`src/rtl/xaddrgen_pkg.sv`:
```
// Shared definitions for the xmem address generators: widths, config layout, FSM encoding.
package xaddrgen_pkg;

    localparam int unsigned MEM_ADDR_W = 10;
    localparam int unsigned PERIOD_W   = 5;

    localparam int unsigned ADDRGEN_CONF_BITS = 4 * MEM_ADDR_W + 3 * PERIOD_W;

    localparam int unsigned CONF_ITER_OFS   = 0;
    localparam int unsigned CONF_PERIOD_OFS = CONF_ITER_OFS + MEM_ADDR_W;
    localparam int unsigned CONF_DUTY_OFS   = CONF_PERIOD_OFS + PERIOD_W;
    localparam int unsigned CONF_DELAY_OFS  = CONF_DUTY_OFS + PERIOD_W;
    localparam int unsigned CONF_START_OFS  = CONF_DELAY_OFS + PERIOD_W;
    localparam int unsigned CONF_SHIFT_OFS  = CONF_START_OFS + MEM_ADDR_W;
    localparam int unsigned CONF_INCR_OFS   = CONF_SHIFT_OFS + MEM_ADDR_W;

    // Packed config word; first field sits at the MSB, so iterations lands at offset 0.
    typedef struct packed {
        logic [MEM_ADDR_W-1:0] incr;
        logic [MEM_ADDR_W-1:0] shift;
        logic [MEM_ADDR_W-1:0] start;
        logic [PERIOD_W-1:0]   delay;
        logic [PERIOD_W-1:0]   duty;
        logic [PERIOD_W-1:0]   period;
        logic [MEM_ADDR_W-1:0] iterations;
    } addrgen_conf_t;

    typedef enum logic [1:0] {
        StIdle  = 2'd0,
        StDelay = 2'd1,
        StRun   = 2'd2
    } addrgen_state_e;

    function automatic logic conf_empty(input logic [MEM_ADDR_W-1:0] iters,
                                        input logic [PERIOD_W-1:0]   per);
        return (iters == '0) || (per == '0);
    endfunction

endpackage

```
`src/rtl/xaddrgen_period_cnt.sv`:
```
// xperiod_cnt: loadable up-counter wrapping at limit-1 with a terminal-count flag.
module xperiod_cnt #(
    parameter int unsigned Width = 5
) (
    input  logic             clk,
    input  logic             rst,
    input  logic             clear,
    input  logic             en,
    input  logic [Width-1:0] limit,
    output logic [Width-1:0] count,
    output logic             tc
);

    logic [Width-1:0] count_q;

    assign tc    = (count_q == (limit - Width'(1)));
    assign count = count_q;

    always_ff @(posedge clk or negedge rst) begin
        if (!rst) begin
            count_q <= '0;
        end else if (clear) begin
            count_q <= '0;
        end else if (en) begin
            count_q <= tc ? '0 : count_q + Width'(1);
        end
    end

endmodule

```
`src/rtl/xaddrgen.sv`:
```
// xaddrgen: two-level nested address/enable sequencer feeding one xmem port.
// Defining XADDRGEN_PAUSE_EN adds a pause input that freezes a running sequence.
module xaddrgen
    import xaddrgen_pkg::*;
(
    input  logic                  clk,
    input  logic                  rst,
    input  logic                  init,
    input  logic                  run,
`ifdef XADDRGEN_PAUSE_EN
    input  logic                  pause,
`endif
    input  logic [MEM_ADDR_W-1:0] iterations,
    input  logic [PERIOD_W-1:0]   period,
    input  logic [PERIOD_W-1:0]   duty,
    input  logic [PERIOD_W-1:0]   delay,
    input  logic [MEM_ADDR_W-1:0] start,
    input  logic [MEM_ADDR_W-1:0] shift,
    input  logic [MEM_ADDR_W-1:0] incr,
    output logic [MEM_ADDR_W-1:0] addr,
    output logic                  mem_en,
    output logic                  done
);

    addrgen_state_e        state_q;
    logic [MEM_ADDR_W-1:0] addr_q, iter_q, iter_cfg_q, shift_q, incr_q;
    logic [PERIOD_W-1:0]   period_q, duty_q, delay_q;
    logic                  mem_en_q, done_q, empty_q, paused_q;

    logic                  hold, live, cnt_clear, per_en, dly_en;
    logic                  per_tc, dly_tc, iter_last, run_empty;
    logic [PERIOD_W-1:0]   per_cnt, per_next, dly_cnt;
    logic [MEM_ADDR_W-1:0] step;
    logic                  unused_dly_cnt;

`ifdef XADDRGEN_PAUSE_EN
    assign hold = pause;
`else
    assign hold = 1'b0;
`endif

    // A cycle is live when it was not entered under pause; only live cycles advance.
    assign live      = !paused_q;
    assign cnt_clear = init || ((state_q == StIdle) && run);
    assign per_en    = !init && (state_q == StRun) && !empty_q && live;
    assign dly_en    = !init && (state_q == StDelay) && live;

    assign run_empty = conf_empty(iterations, period);
    assign iter_last = (iter_q == (iter_cfg_q - MEM_ADDR_W'(1)));
    assign per_next  = per_tc ? '0 : per_cnt + PERIOD_W'(1);
    assign step      = (mem_en_q ? incr_q : '0) + (per_tc ? shift_q : '0);

    assign unused_dly_cnt = ^dly_cnt;

    xperiod_cnt #(
        .Width (PERIOD_W)
    ) u_dly_cnt (
        .clk   (clk),
        .rst   (rst),
        .clear (cnt_clear),
        .en    (dly_en),
        .limit (delay_q),
        .count (dly_cnt),
        .tc    (dly_tc)
    );

    xperiod_cnt #(
        .Width (PERIOD_W)
    ) u_per_cnt (
        .clk   (clk),
        .rst   (rst),
        .clear (cnt_clear),
        .en    (per_en),
        .limit (period_q),
        .count (per_cnt),
        .tc    (per_tc)
    );

    always_ff @(posedge clk or negedge rst) begin
        if (!rst) begin
            state_q    <= StIdle;
            addr_q     <= '0;
            mem_en_q   <= 1'b0;
            done_q     <= 1'b1;
            iter_q     <= '0;
            iter_cfg_q <= '0;
            period_q   <= '0;
            duty_q     <= '0;
            delay_q    <= '0;
            shift_q    <= '0;
            incr_q     <= '0;
            empty_q    <= 1'b0;
            paused_q   <= 1'b0;
        end else if (init) begin
            state_q  <= StIdle;
            addr_q   <= start;
            mem_en_q <= 1'b0;
            done_q   <= 1'b1;
            iter_q   <= '0;
            paused_q <= 1'b0;
        end else begin
            unique case (state_q)
                StIdle: begin
                    if (run) begin
                        iter_cfg_q <= iterations;
                        period_q   <= period;
                        duty_q     <= duty;
                        delay_q    <= delay;
                        shift_q    <= shift;
                        incr_q     <= incr;
                        empty_q    <= run_empty;
                        addr_q     <= start;
                        iter_q     <= '0;
                        done_q     <= 1'b0;
                        paused_q   <= 1'b0;
                        // An empty sequence skips the delay and retires on the next edge.
                        if (run_empty || (delay == '0)) begin
                            state_q  <= StRun;
                            mem_en_q <= !run_empty && (duty != '0);
                        end else begin
                            state_q  <= StDelay;
                            mem_en_q <= 1'b0;
                        end
                    end
                end
                StDelay: begin
                    paused_q <= hold;
                    if (live && dly_tc) begin
                        state_q  <= StRun;
                        mem_en_q <= !hold && (duty_q != '0);
                    end
                end
                StRun: begin
                    if (empty_q) begin
                        state_q  <= StIdle;
                        done_q   <= 1'b1;
                        mem_en_q <= 1'b0;
                    end else if (live) begin
                        if (per_tc && iter_last) begin
                            state_q  <= StIdle;
                            done_q   <= 1'b1;
                            mem_en_q <= 1'b0;
                            paused_q <= 1'b0;
                        end else begin
                            addr_q   <= addr_q + step;
                            mem_en_q <= !hold && (per_next < duty_q);
                            paused_q <= hold;
                            if (per_tc) begin
                                iter_q <= iter_q + MEM_ADDR_W'(1);
                            end
                        end
                    end else begin
                        // Resuming: re-emit the enable for the cycle that was held.
                        paused_q <= hold;
                        mem_en_q <= !hold && (per_cnt < duty_q);
                    end
                end
                default: begin
                    state_q <= StIdle;
                end
            endcase
        end
    end

    assign addr   = addr_q;
    assign mem_en = mem_en_q;
    assign done   = done_q;

endmodule

```
`config.mk`:
```
export PLATFORM = sky130hd
export DESIGN_NAME = xaddrgen
export DESIGN_NICKNAME = d
export VERILOG_FILES = /design/src/rtl/xaddrgen_pkg.sv /design/src/rtl/xaddrgen_period_cnt.sv /design/src/rtl/xaddrgen.sv
export SDC_FILE = /design/constraint.sdc
export NUM_CORES = 1
export LEC_CHECK = 0
export CAP_MARGIN = 5
export CORE_ASPECT_RATIO = 0.5
export CORE_UTILIZATION = 50
export CTS_BUF_LIST = sky130_fd_sc_hd__clkbuf_8 sky130_fd_sc_hd__clkbuf_16
export CTS_CLUSTER_SIZE = 30
export DETAILED_ROUTE_END_ITERATION = 7
export PLACE_DENSITY = 0.74
export SLEW_MARGIN = 0
export SYNTH_ARGS = -nofsm -noshare
export SYNTH_HDL_FRONTEND = slang
export SYNTH_HIERARCHICAL = 1
export SYNTH_SLANG_ARGS = --single-unit
```
`constraint.sdc`:
```
create_clock -name clk -period 9.77 [get_ports clk]
set_input_delay 2.4425 -clock clk [delete_from_list [all_inputs] [get_ports clk]]
set_output_delay 2.4425 -clock clk [all_outputs]
set_load 0.01 [all_outputs]
```
==> summary.txt, run 1 <==
Hold path
  – HP Class: reg2reg

Clocking
  – Post-CTS Resized: 0
  – Clock Sinks: 80
  – H-tree Lvls: 3
  – Hold Buf Count CTS: 0
  – CTS Buf Count: 9
  – CTS tree: built
  – Postcts setup bufs: 0
  – Max Root-Sink Buffers: 2
  – Clock transition at path regs: ~0.06 ns
  – Clock root buffer: clkbuf_16
  – Clock latency on the worst-skew pair: about 0.35 ns

Yosys
  – Post-synth EDFFs: 0
  – Syn Std Cell Area: between 5000 and 6000 µm²
  – Main area contributors after synthesis: dfrtp_1 37%, mux2_2 9.6%, ha_1 5.2%
  – Post-synthesis sequential area ratio: roughly 38%
  – Most frequent cell after synthesis: dfrtp_1
  – Ys Warns: 6
  – FF+latch count, synth: 80
  – Synth unique cells: 71
  – Syn Nets: just over 600
  – Post-synth top cells: 79 x dfrtp_1, 45 x mux2_2, 40 x nor2_1
  – Synth top area share: a little under two fifths
  – Syn Inst Count: about 530
  – Synth area leader: dfrtp_1
  – Synthesized area per cell: ~10 µm²
  – Synth async-reset ratio: 100%
  – Synth Flop Type: dfrtp_1

Worst setup path
  – Crit path max fanout: 31
  – WP data arrival: ~5.2 ns
  – Setup crit end kind: register
  – Critical Path Source Type: input pin
  – Critical path class: in2reg
  – CP Data Required Time: between 10 and 15 ns

Layout
  – Synth-to-layout area growth: 20.0%
  – Fill count: around 870
  – Core Util, Final: 61.9%
  – # diodes: 0
  – Final nets: 674
  – Seq. cell area: approximately 2000 µm²
  – Layout cell share with drive strength beyond 1: between 10% and 20%
  – Area occupied by multi-input gates: ~3000 µm²

Place
  – Placer Congestion: between 0.8 and 0.9
  – HPWL Detailed: slightly above 8000 µm
  – PortBufs: 70

Die
  – Rows: 26
  – Die height: 74.7 µm
  – Initial Util: 51.6%
  – DIE WIDTH: between 100 and 150 µm
  – Core Area: 10200 µm²
  – # IOs: between 70 and 80
  – Full die area: 11000 µm²

STA
  – Final hold violations: 0
  – Final clock skew: ~0.0063 ns
  – Setup violators final: 0
  – Final max-slew violation count: 0
  – Slew at the pin closest to its max-slew limit: 1.15 ns
  – Fmax: a little over 200 MHz
  – Final worst path period need: approximately 5.0 ns
  – RSZ-0062 raised after global routing: no
  – Setup TNS: 0 ns
  – Final period utilization: 50.7%
  – Max-slew headroom: a little under a quarter

Global routing
  – Busiest metal layer after global routing: met2
  – Number of global-route vias before repair: 3752
  – GR Layer Usage met3: 5.09%
  – Congestion Overflow GR: 0
  – Met2 usage: between 30% and 40%
  – M1 GR Usage: 29.6%
  – Initial antenna violation count: 0
  – First-pass GRT wire length: ~18000 µm
  – GRT Util Overall: roughly 22%
  – Largest net degree at the start of global routing: 81

Drt
  – Routed WL: ~11000 µm
  – Vias/cell: 5.70
  – DRC: 0
  – Drt pass-1 iters: 5
  – Routed vias: 4152
  – Avg WL per Cell: approximately 16 µm
  – Initial DRC count: about 370
  – Detail Route Antenna Nets: 0

Job
  – Max-cap violation count: 0

Run status
  – Status: finished clean

Pwr
  – PD cells: about 280 nW/µm²
  – Pleak: 2.69 nW
  – Max VDD drop: between 100 and 150 µV
[layer usage]
metal	part of all wire (%)	wire [µm]	vias up
met4	1.1	127	0
met2	45	5150	94
met1	48	5540	2026
met3	5.3	605	12
li1	-	-	2020
met5	0	0	-
[cell families (layout without fill, tap and decap cells)]
logic type / count (synthesis) / after routing / share of synthesized area (%)
compound gates: 111 / 111 / 15.5
xor+xnor: 33 / 33 / 5.76
fa+ha+maj: 32 / 32 / 9.00
buf+inv: 51 / 112 / 3.79
flops: 80 / 80 / 37.9
mux: 47 / 47 / 10.1
simple gates: 173 / 173 / 17.9
[per-stage QoR]
stage	instances	total power, mW	worst slack, ns	hold WS [ns]	area [µm²]
final	728	1.75	4.82	0.499	6340
after global routing	728	1.88	4.71	0.519	6340
after CTS	728	1.76	4.89	0.501	6340
after detailed placement	712	1.44	4.52	0.487	6070
after global placement	712	1.41	4.56	0.482	6070
after floorplan	527	1.21	5.64	0.471	5280
[worst max-delay path: stages]
cell	delay [ns]
clkdlybuf4s50_1	0.58
nor2b_2	0.96
nand2b_1	0.41
or4_1	0.58
a2bb2oi_1	0.14
nand2_1	0.11
[state kept, by name, indices dropped and copies added, names as in the netlist, 2 cells and up]
| name | count |
|---|---|
| iter_q | 10 |
| period_q | 5 |
| duty_q | 5 |
| incr_q | 10 |
| addr | 10 |
| u_per_cnt/count | 5 |
| state_q | 2 |
| delay_q | 5 |
| iter_cfg_q | 10 |
| u_dly_cnt/count | 5 |
| shift_q | 10 |
[layout by cell type, fill, tap and decap left out, drive strengths merged, types with 4 or more instances in the layout]
cell | Yosys | routed
dfrtp | 79 | 79
nand3 | 15 | 15
nor2 | 42 | 42
xor2 | 12 | 12
a31oi | 12 | 12
o21ai | 22 | 22
clkdlybuf4s50 | 0 | 69
mux2 | 46 | 46
nand2 | 27 | 27
fa | 10 | 10
inv | 25 | 26
and2 | 16 | 16
nor4b | 4 | 4
o211ai | 6 | 6
nor3 | 15 | 15
xnor2 | 21 | 21
nand2b | 9 | 9
nand4 | 8 | 8
or4 | 6 | 6
a21oi | 16 | 16
nor2b | 13 | 13
ha | 22 | 22
a21o | 5 | 5
or3 | 4 | 4
a22o | 4 | 4
o22a | 11 | 11
clkbuf | 23 | 10
[area by class of cell]
cell class	count	share of cell area, %
Clock inverter	6	0.572
Inverter	25	1.48
Clock buffer	10	3.77
Sequential cell	80	31.6
Timing Repair Buffer	71	11.1
Tap cell	140	2.76
Multi-Input combinational cell	396	48.7
[worst paths after layout]
| check | startpoint | end | slack, ns | cells after the start |
|---|---|---|---|---|
| setup / recovery | init | iter_q[4] | 4.82 | 6 |
| hold / removal | shift_q[3] | shift_q[3] | 0.50 | 1 |
| setup reg to reg | period_q[0] | addr[9] | 5.40 | 17 |
| hold reg to reg | shift_q[3] | shift_q[3] | 0.50 | 1 |
| max in group asynchronous | rst | shift_q[4] | 6.83 | 1 |
| min in group asynchronous | rst | u_dly_cnt/count[3] | 2.25 | 1 |
[power breakdown]
group | internal, mW | switching [mW]
Clock | 0.177 | 0.138
Combinational | 0.437 | 0.412
Sequential | 0.458 | 0.125
Total | 1.07 | 0.676
No activity file was read; power rests on OpenSTA's default activity.
==> run 2, diff against run 1 <==
==> constraint.sdc (replaced) <==
create_clock -name clk -period 5.1 [get_ports clk]
set_input_delay 1.275 -clock clk [delete_from_list [all_inputs] [get_ports clk]]
set_output_delay 1.275 -clock clk [all_outputs]
set_load 0.01 [all_outputs]
==> run 2 against run 1 <==
  * Via count grew 0.29%
  * Flip-flop and latch count is the same
  * Sequential share of layout area shrank 0.14 points
  * Final cell count grew 0.14%
  * First-iteration DRC count shrank 33%
  * Clock-buffer cell count is the same
  * Clock skew shrank 0.00061 ns
  * Core utilization grew 0.27 points
  * Critical endpoint is now addr[8]
==> summary.txt, run 2 (same netlist as run 1, synthesis figures left out) <==
Layout
  – Seq. cell area: 2000 µm² (unchanged)
  – Final nets: 676 (was 674)
  – Layout cell share with drive strength beyond 1: 15.3% (was 15.1%)
  – Commonest non-fill, non-tap cell in the layout: dfrtp_1 (unchanged)
  – # diodes: 0 (unchanged)
  – Commonest cells after routing, fill and taps aside: 79 x dfrtp_1, 69 x clkdlybuf4s50_1, 45 x mux2_2 (unchanged)
  – Synth-to-layout area growth: 20.6% (was 20.0%)
  – Fill count: 856 (was 865)
  – Final instance area: 6370 µm² (was 6340 µm²)
  – Area occupied by multi-input gates: 3090 µm² (unchanged)

STA
  – Slew at the pin closest to its max-slew limit: 1.13 ns (was 1.15 ns)
  – Setup violators final: 0 (unchanged)
  – Final max-slew violation count: 0 (unchanged)
  – Setup TNS: 0 ns (unchanged)
  – Final clock skew: 0.00566 ns (was 0.00627 ns)
  – Max-slew headroom: 24.6% (was 22.7%)
  – Final hold violations: 0 (unchanged)
  – Final period utilization: about 80%
  – RSZ-0062 raised after global routing: no (unchanged)
  – Fmax: 246 MHz
  – Final worst path period need: between 4 and 5 ns

Pwr
  – Clock power frac: 18.6% (was 18.0%)
  – Switching share of power: 38.0% (was 38.7%)
  – Max VDD drop: 230 µV (was 145 µV)
  – Psw: 1.29 mW (was 676 µW)
  – Pleak: 2.72 nW (was 2.69 nW)
  – PD cells: 535 nW/µm² (was 276 nW/µm²)
  – Cell-internal power: 2.11 mW (was 1.07 mW)
  – Sequential power share: 33.1% (was 33.4%)
  – Gate power share: 48.3% (was 48.6%)

Clocking
  – CTS Buf Count: 9 (unchanged)
  – Postcts setup bufs: 0 (unchanged)
  – Clock root buffer: clkbuf_16 (unchanged)
  – Clock latency on the worst-skew pair: 0.34 ns (was 0.35 ns)
  – Clock transition at path regs: 0.06 ns (about the same)
  – H-tree Lvls: 3 (unchanged)
  – CTS tree: built (unchanged)
  – Clock Sinks: 80 (unchanged)
  – Post-CTS Resized: 0 (unchanged)
  – Hold Buf Count CTS: 0 (unchanged)
  – Max Root-Sink Buffers: 2 (unchanged)

Drt
  – Detail Route Antenna Nets: 0 (unchanged)
  – Avg WL per Cell: 16.0 µm (was 15.7 µm)
  – Initial DRC count: 247 (was 368)
  – Routed WL: 11700 µm (was 11400 µm)
  – Vias/cell: 5.71 (was 5.70)
  – Routed vias: 4164 (was 4152)
  – DRC: 0 (unchanged)
  – Drt pass-1 iters: 5 (unchanged)

Worst setup path
  – CP Data Required Time: 5.33 ns (was 10.04 ns)
  – Worst path max stage delay: 0.43 ns (was 0.96 ns)
  – Setup crit end kind: register (unchanged)
  – CP max stage cell: fa_1 (was nor2b_2)
  – Crit path max fanout: 25 (was 31)
  – CP top delay family: compound AO/OA/AOI/OAI gates (was simple AND/OR/NAND/NOR gates)
  – Critical path class: reg2reg (was in2reg)
  – Worst setup path start: period_q[0] (was init)
  – Ordered list of cells on the worst path: inv_1 > ha_1 > nor2b_1 > or3_4 > a311oi_4 > buf_4 > and2_1 > fa_1 > ha_1 > nand3_1 > o211ai_1 > o21ai_0 > a21oi_1 > xnor2_1 > a31oi_1 > o22a_1 (was clkdlybuf4s50_1 > nor2b_2 > nand2b_1 > or4_1 > a2bb2oi_1 > nand2_1)
  – Buf/Inv on CP: 2 (was 1)
  – FF-to-FF Start: period_q[0] (unchanged)
  – Critical Path Source Type: register (was input pin)
  – WP data arrival: 4.29 ns (was 5.22 ns)
  – Top cell by count, worst path: ha_1

Die
  – Core Area: 10200 µm² (unchanged)
  – Rows: 26 (unchanged)
  – DIE WIDTH: 147 µm (unchanged)
  – Initial Util: 51.6% (unchanged)
  – # IOs: 71 (unchanged)
  – Die height: 74.7 µm (unchanged)
  – Full die area: 11000 µm² (unchanged)

Job
  – Max-cap violation count: 0 (unchanged)

Global routing
  – Met2 usage: 37.6% (was 35.5%)
  – Number of global-route vias before repair: 4046 (was 3752)
  – GR Layer Usage met3: 4.67% (was 5.09%)
  – GRT Util Overall: 23.1% (was 21.8%)
  – Busiest metal layer after global routing: met2 (unchanged)
  – Initial antenna violation count: 0 (unchanged)
  – Congestion Overflow GR: 0 (unchanged)
  – Largest net degree at the start of global routing: 81 (unchanged)
  – M1 GR Usage: 31.8% (was 29.6%)
  – First-pass GRT wire length: 19900 µm (was 18400 µm)

Hold path
  – Origin of the worst min-delay path: incr_q[7] (was shift_q[3])
  – HP Class: reg2reg (unchanged)

Place
  – HPWL Detailed: 8530 µm (was 8160 µm)
  – PortBufs: 70 (unchanged)
  – Placed Instance Area: 6080 µm² (was 6070 µm²)
  – Placer Congestion: 0.857 (was 0.891)

Run status
  – Status: finished clean (unchanged)
-- run 2: stage by stage --
stage / setup slack [ns] / power (mW) / util [%] / hold slack [ns] / std cells
after floorplan: 0.971 / 2.32 / - / 0.471 / 527
final: 1.04 / 3.40 / 62.1 / 0.500 / 729
after detailed placement: 1.07 / 2.78 / 59.3 / 0.491 / 714
after CTS: 1.03 / 3.44 / 62.1 / 0.504 / 729
after global routing: 0.800 / 3.69 / 62.1 / 0.517 / 729
after global placement: 1.22 / 2.73 / 59.3 / 0.482 / 714
-- run 2: layout make-up --
class | instances | share of cell area (%)
inverter | 25 | 1.47
clock inverter | 5 | 0.766
multi-input combinational | 396 | 48.5
tap | 140 | 2.75
timing repair buffer | 73 | 11.3
clock buffer | 10 | 3.75
sequential | 80 | 31.5
-- run 2: final timing paths --
| kind | endpoint | slack (ns) | cells past startpoint |
|---|---|---|---|
| setup / recovery | addr[8] | 1.04 | 16 |
| max in group asynchronous | period_q[0] | 3.32 | 1 |
| setup reg to reg | addr[8] | 1.04 | 16 |
| hold / removal | incr_q[7] | 0.50 | 1 |
| min in group asynchronous | u_dly_cnt/count[3] | 1.10 | 1 |
| hold reg to reg | incr_q[7] | 0.50 | 1 |
-- run 2: power groups by stage --
stage	clock network (mW)	logic, mW	registers, mW
finish	0.633	1.65	1.13
global route	0.673	1.85	1.17
CTS	0.651	1.66	1.13
detailed placement	0	1.64	1.14
global placement	0	1.60	1.13
floorplan	0	1.26	1.06
-- run 2: metal layers --
layer	routed length [µm]	vias up	part of all wire, %
li1	-	2031	-
met1	5630	2026	48
met2	5420	93	46
met3	501	14	4.3
met4	144	0	1.2
met5	0	-	0
==> run 3, diff against run 2 <==
==> constraint.sdc (replaced) <==
create_clock -name clk -period 4.2 [get_ports clk]
set_input_delay 1.05 -clock clk [delete_from_list [all_inputs] [get_ports clk]]
set_output_delay 1.05 -clock clk [all_outputs]
set_load 0.01 [all_outputs]
==> run 3 against run 2 <==
  * Core utilization rose by 0.85 points
  * Flip-flop and latch count did not move
  * Global-route usage rose by 0.51 points
  * Via count rose by 1.2%
  * Sequential power rose by 21%
  * First-iteration DRC count rose by 32%
  * Clock skew barely moved
  * Register-to-register slack got worse by 0.74 ns
  * Highest routed layer unchanged
==> summary.txt, run 3 (same netlist as run 1, synthesis figures left out) <==
Worst setup path
  – Worst path max stage delay: 0.42 ns (was 0.43 ns)
  – CP max stage cell: fa_1 (unchanged)
  – CP top delay family: adder cells (was compound AO/OA/AOI/OAI gates)
  – Crit path max fanout: 4 (was 25)
  – Critical Path Source Type: register (unchanged)
  – Setup crit end kind: register (unchanged)
  – WP data arrival: 4.13 ns (was 4.29 ns)
  – CP Data Required Time: 4.43 ns (was 5.33 ns)
  – Critical path class: reg2reg (unchanged)
  – Buf/Inv on CP: 1 (was 2)
  – Ordered list of cells on the worst path: inv_1 > ha_1 > nor2b_1 > or3_4 > a311oi_4 > and2_4 > fa_1 > ha_1 > fa_1 > a21oi_2 > o211ai_1 > nor3_1 > o21bai_1 > xnor2_1 > a31oi_1 > o22a_1 (was inv_1 > ha_1 > nor2b_1 > or3_4 > a311oi_4 > buf_4 > and2_1 > fa_1 > ha_1 > nand3_1 > o211ai_1 > o21ai_0 > a21oi_1 > xnor2_1 > a31oi_1 > o22a_1)

STA
  – Final period utilization: 92.9% (was 79.6%)
  – Max-slew headroom: 31.4% (was 24.6%)
  – Final clock skew: 0.00549 ns (was 0.00566 ns)
  – Final worst path period need: 3.90 ns (was 4.06 ns)
  – Final max-slew violation count: 0 (unchanged)
  – Slew at the pin closest to its max-slew limit: 1.03 ns (was 1.13 ns)
  – RSZ-0062 raised after global routing: no (unchanged)
  – Fmax: 256 MHz (was 246 MHz)
  – Setup TNS: 0 ns (unchanged)
  – Final hold violations: 0 (unchanged)
  – Setup violators final: 0 (unchanged)

Clocking
  – Clock transition at path regs: 0.06 ns (about the same)
  – Clock latency on the worst-skew pair: 0.34 ns (about the same)
  – Clock root buffer: clkbuf_16 (unchanged)
  – CTS Buf Count: 9 (unchanged)
  – H-tree Lvls: 3 (unchanged)
  – Clock Sinks: 80 (unchanged)
  – Max Root-Sink Buffers: 2 (unchanged)
  – CTS tree: built (unchanged)
  – Hold Buf Count CTS: 0 (unchanged)

Pwr
  – Switching share of power: 38.1% (was 38.0%)
  – Max VDD drop: 286 µV (was 230 µV)
  – PD cells: 660 nW/µm² (was 535 nW/µm²)
  – Psw: 1.62 mW (was 1.29 mW)
  – Cell-internal power: 2.64 mW (was 2.11 mW)
  – Sequential power share: 32.2% (was 33.1%)
  – Clock power frac: 20.1% (was 18.6%)
  – Pleak: 2.75 nW (was 2.72 nW)
  – Gate power share: 47.8% (was 48.3%)

Global routing
  – Initial antenna violation count: 0 (unchanged)
  – Congestion Overflow GR: 0 (unchanged)
  – GRT Util Overall: 23.6% (was 23.1%)
  – First-pass GRT wire length: 20100 µm (was 19900 µm)
  – Largest net degree at the start of global routing: 81 (unchanged)
  – Number of global-route vias before repair: 4051 (was 4046)

Layout
  – Synth-to-layout area growth: 22.2% (was 20.6%)
  – Commonest cells after routing, fill and taps aside: 79 x dfrtp_1, 69 x clkdlybuf4s50_1, 45 x mux2_2 (unchanged)
  – Final nets: 680 (was 676)
  – Commonest non-fill, non-tap cell in the layout: dfrtp_1 (unchanged)
  – Layout cell share with drive strength beyond 1: 16.3% (was 15.3%)
  – Final instance area: 6460 µm² (was 6370 µm²)
  – # diodes: 0 (unchanged)

Drt
  – Drt pass-1 iters: 5 (unchanged)
  – Routed WL: 12100 µm (was 11700 µm)
  – Avg WL per Cell: 16.4 µm (was 16.0 µm)
  – Detail Route Antenna Nets: 0 (unchanged)
  – Routed vias: 4216 (was 4164)
  – Vias/cell: 5.74 (was 5.71)
  – DRC: 0 (unchanged)
  – Initial DRC count: 326 (was 247)

Die
  – Rows: 26 (unchanged)
  – DIE WIDTH: 147 µm (unchanged)
  – Full die area: 11000 µm² (unchanged)
  – # IOs: 71 (unchanged)
  – Initial Util: 51.6% (unchanged)
  – Core Area: 10200 µm² (unchanged)
  – Die height: 74.7 µm (unchanged)

Place
  – Placed Instance Area: 6120 µm² (was 6080 µm²)
  – Placer Congestion: 0.850 (was 0.857)
  – PortBufs: 70 (unchanged)
  – HPWL Detailed: 8670 µm (was 8530 µm)

Hold path
  – HP Class: reg2reg (unchanged)

Job
  – Max-cap violation count: 0 (unchanged)

Run status
  – Status: finished clean (unchanged)
==> run 3: cell count changes in the layout (fill, tap and decap cells not counted), sizes merged <==
| cell | before | now |
|---|---|---|
| clkinvlp | 0 | 2 |
| bufinv | 1 | 2 |
| buf | 4 | 8 |
| clkinv | 3 | 1 |
==> run 3: per-layer routing <==
layer	GRT usage [%]	up-vias	wire length (µm)
met1	32.2	2083	5790
met2	39.0	96	5690
met3	5.33	13	485
met4	5.61	0	89
met5	0	-	0
li1	-	2024	-
==> run 3: what timing repair did <==
item                                   CTS  global route
setup endpoints to repair                0             2
setup buffers                            0             0
gates resized for setup                  0             3
endpoints found under the hold margin    0             0
==> run 3: worst paths after layout <==
check,startpoint,endpoint,slack [ns],cells after the start
worst max register to register,period_q[0],addr[9],0.30,16
min in group asynchronous,rst,u_dly_cnt/count[1],0.87,1
worst max-delay path,period_q[0],addr[9],0.30,16
worst min register to register,incr_q[7],incr_q[7],0.50,1
worst min-delay path,incr_q[7],incr_q[7],0.50,1
max in group asynchronous,rst,u_per_cnt/count[0],2.65,1
==> run 3: power groups by stage <==
stage	Sequential (mW)	Combinational, mW	Clock, mW
finish	1.37	2.04	0.856
global route	1.41	2.29	0.899
CTS	1.37	2.03	0.870
detailed placement	1.38	2.01	0
global placement	1.37	1.95	0
floorplan	1.29	1.53	0
==> run 3: metrics by stage <==
stage	instances	total power, mW	hold slack, ns	worst slack (ns)	utilization [%]
after floorplan	527	2.82	0.471	0.0705	-
after global placement	718	3.32	0.481	0.337	59.8
after detailed placement	718	3.39	0.490	0.232	59.8
after CTS	734	4.27	0.504	0.176	62.9
after global routing	734	4.60	0.531	0.0639	63.0
final	734	4.26	0.503	0.300	63.0
==> run 3: final cells by class <==
cell class | instances | area (µm²)
fillers | 866 | 3790
multi-input cells | 396 | 3090
flip-flops and latches | 80 | 2000
repair buffers | 77 | 767
clock buffers | 10 | 239
well taps | 140 | 175
inverters | 25 | 93.8
clock inverters | 6 | 83.8
==> run 3: worst register-to-register path: cells and delay by family, from the launching register on <==
| family | cells | cell delay, ns |
|---|---|---|
| adder cells (fa/ha/maj) | 4 | 1.29 |
| AO/OA/AOI/OAI | 6 | 1.00 |
| AND/OR/NAND/NOR | 4 | 0.88 |
| flip-flops | 1 | 0.40 |
| XOR/XNOR | 1 | 0.15 |
| buffers and inverters | 1 | 0.06 |
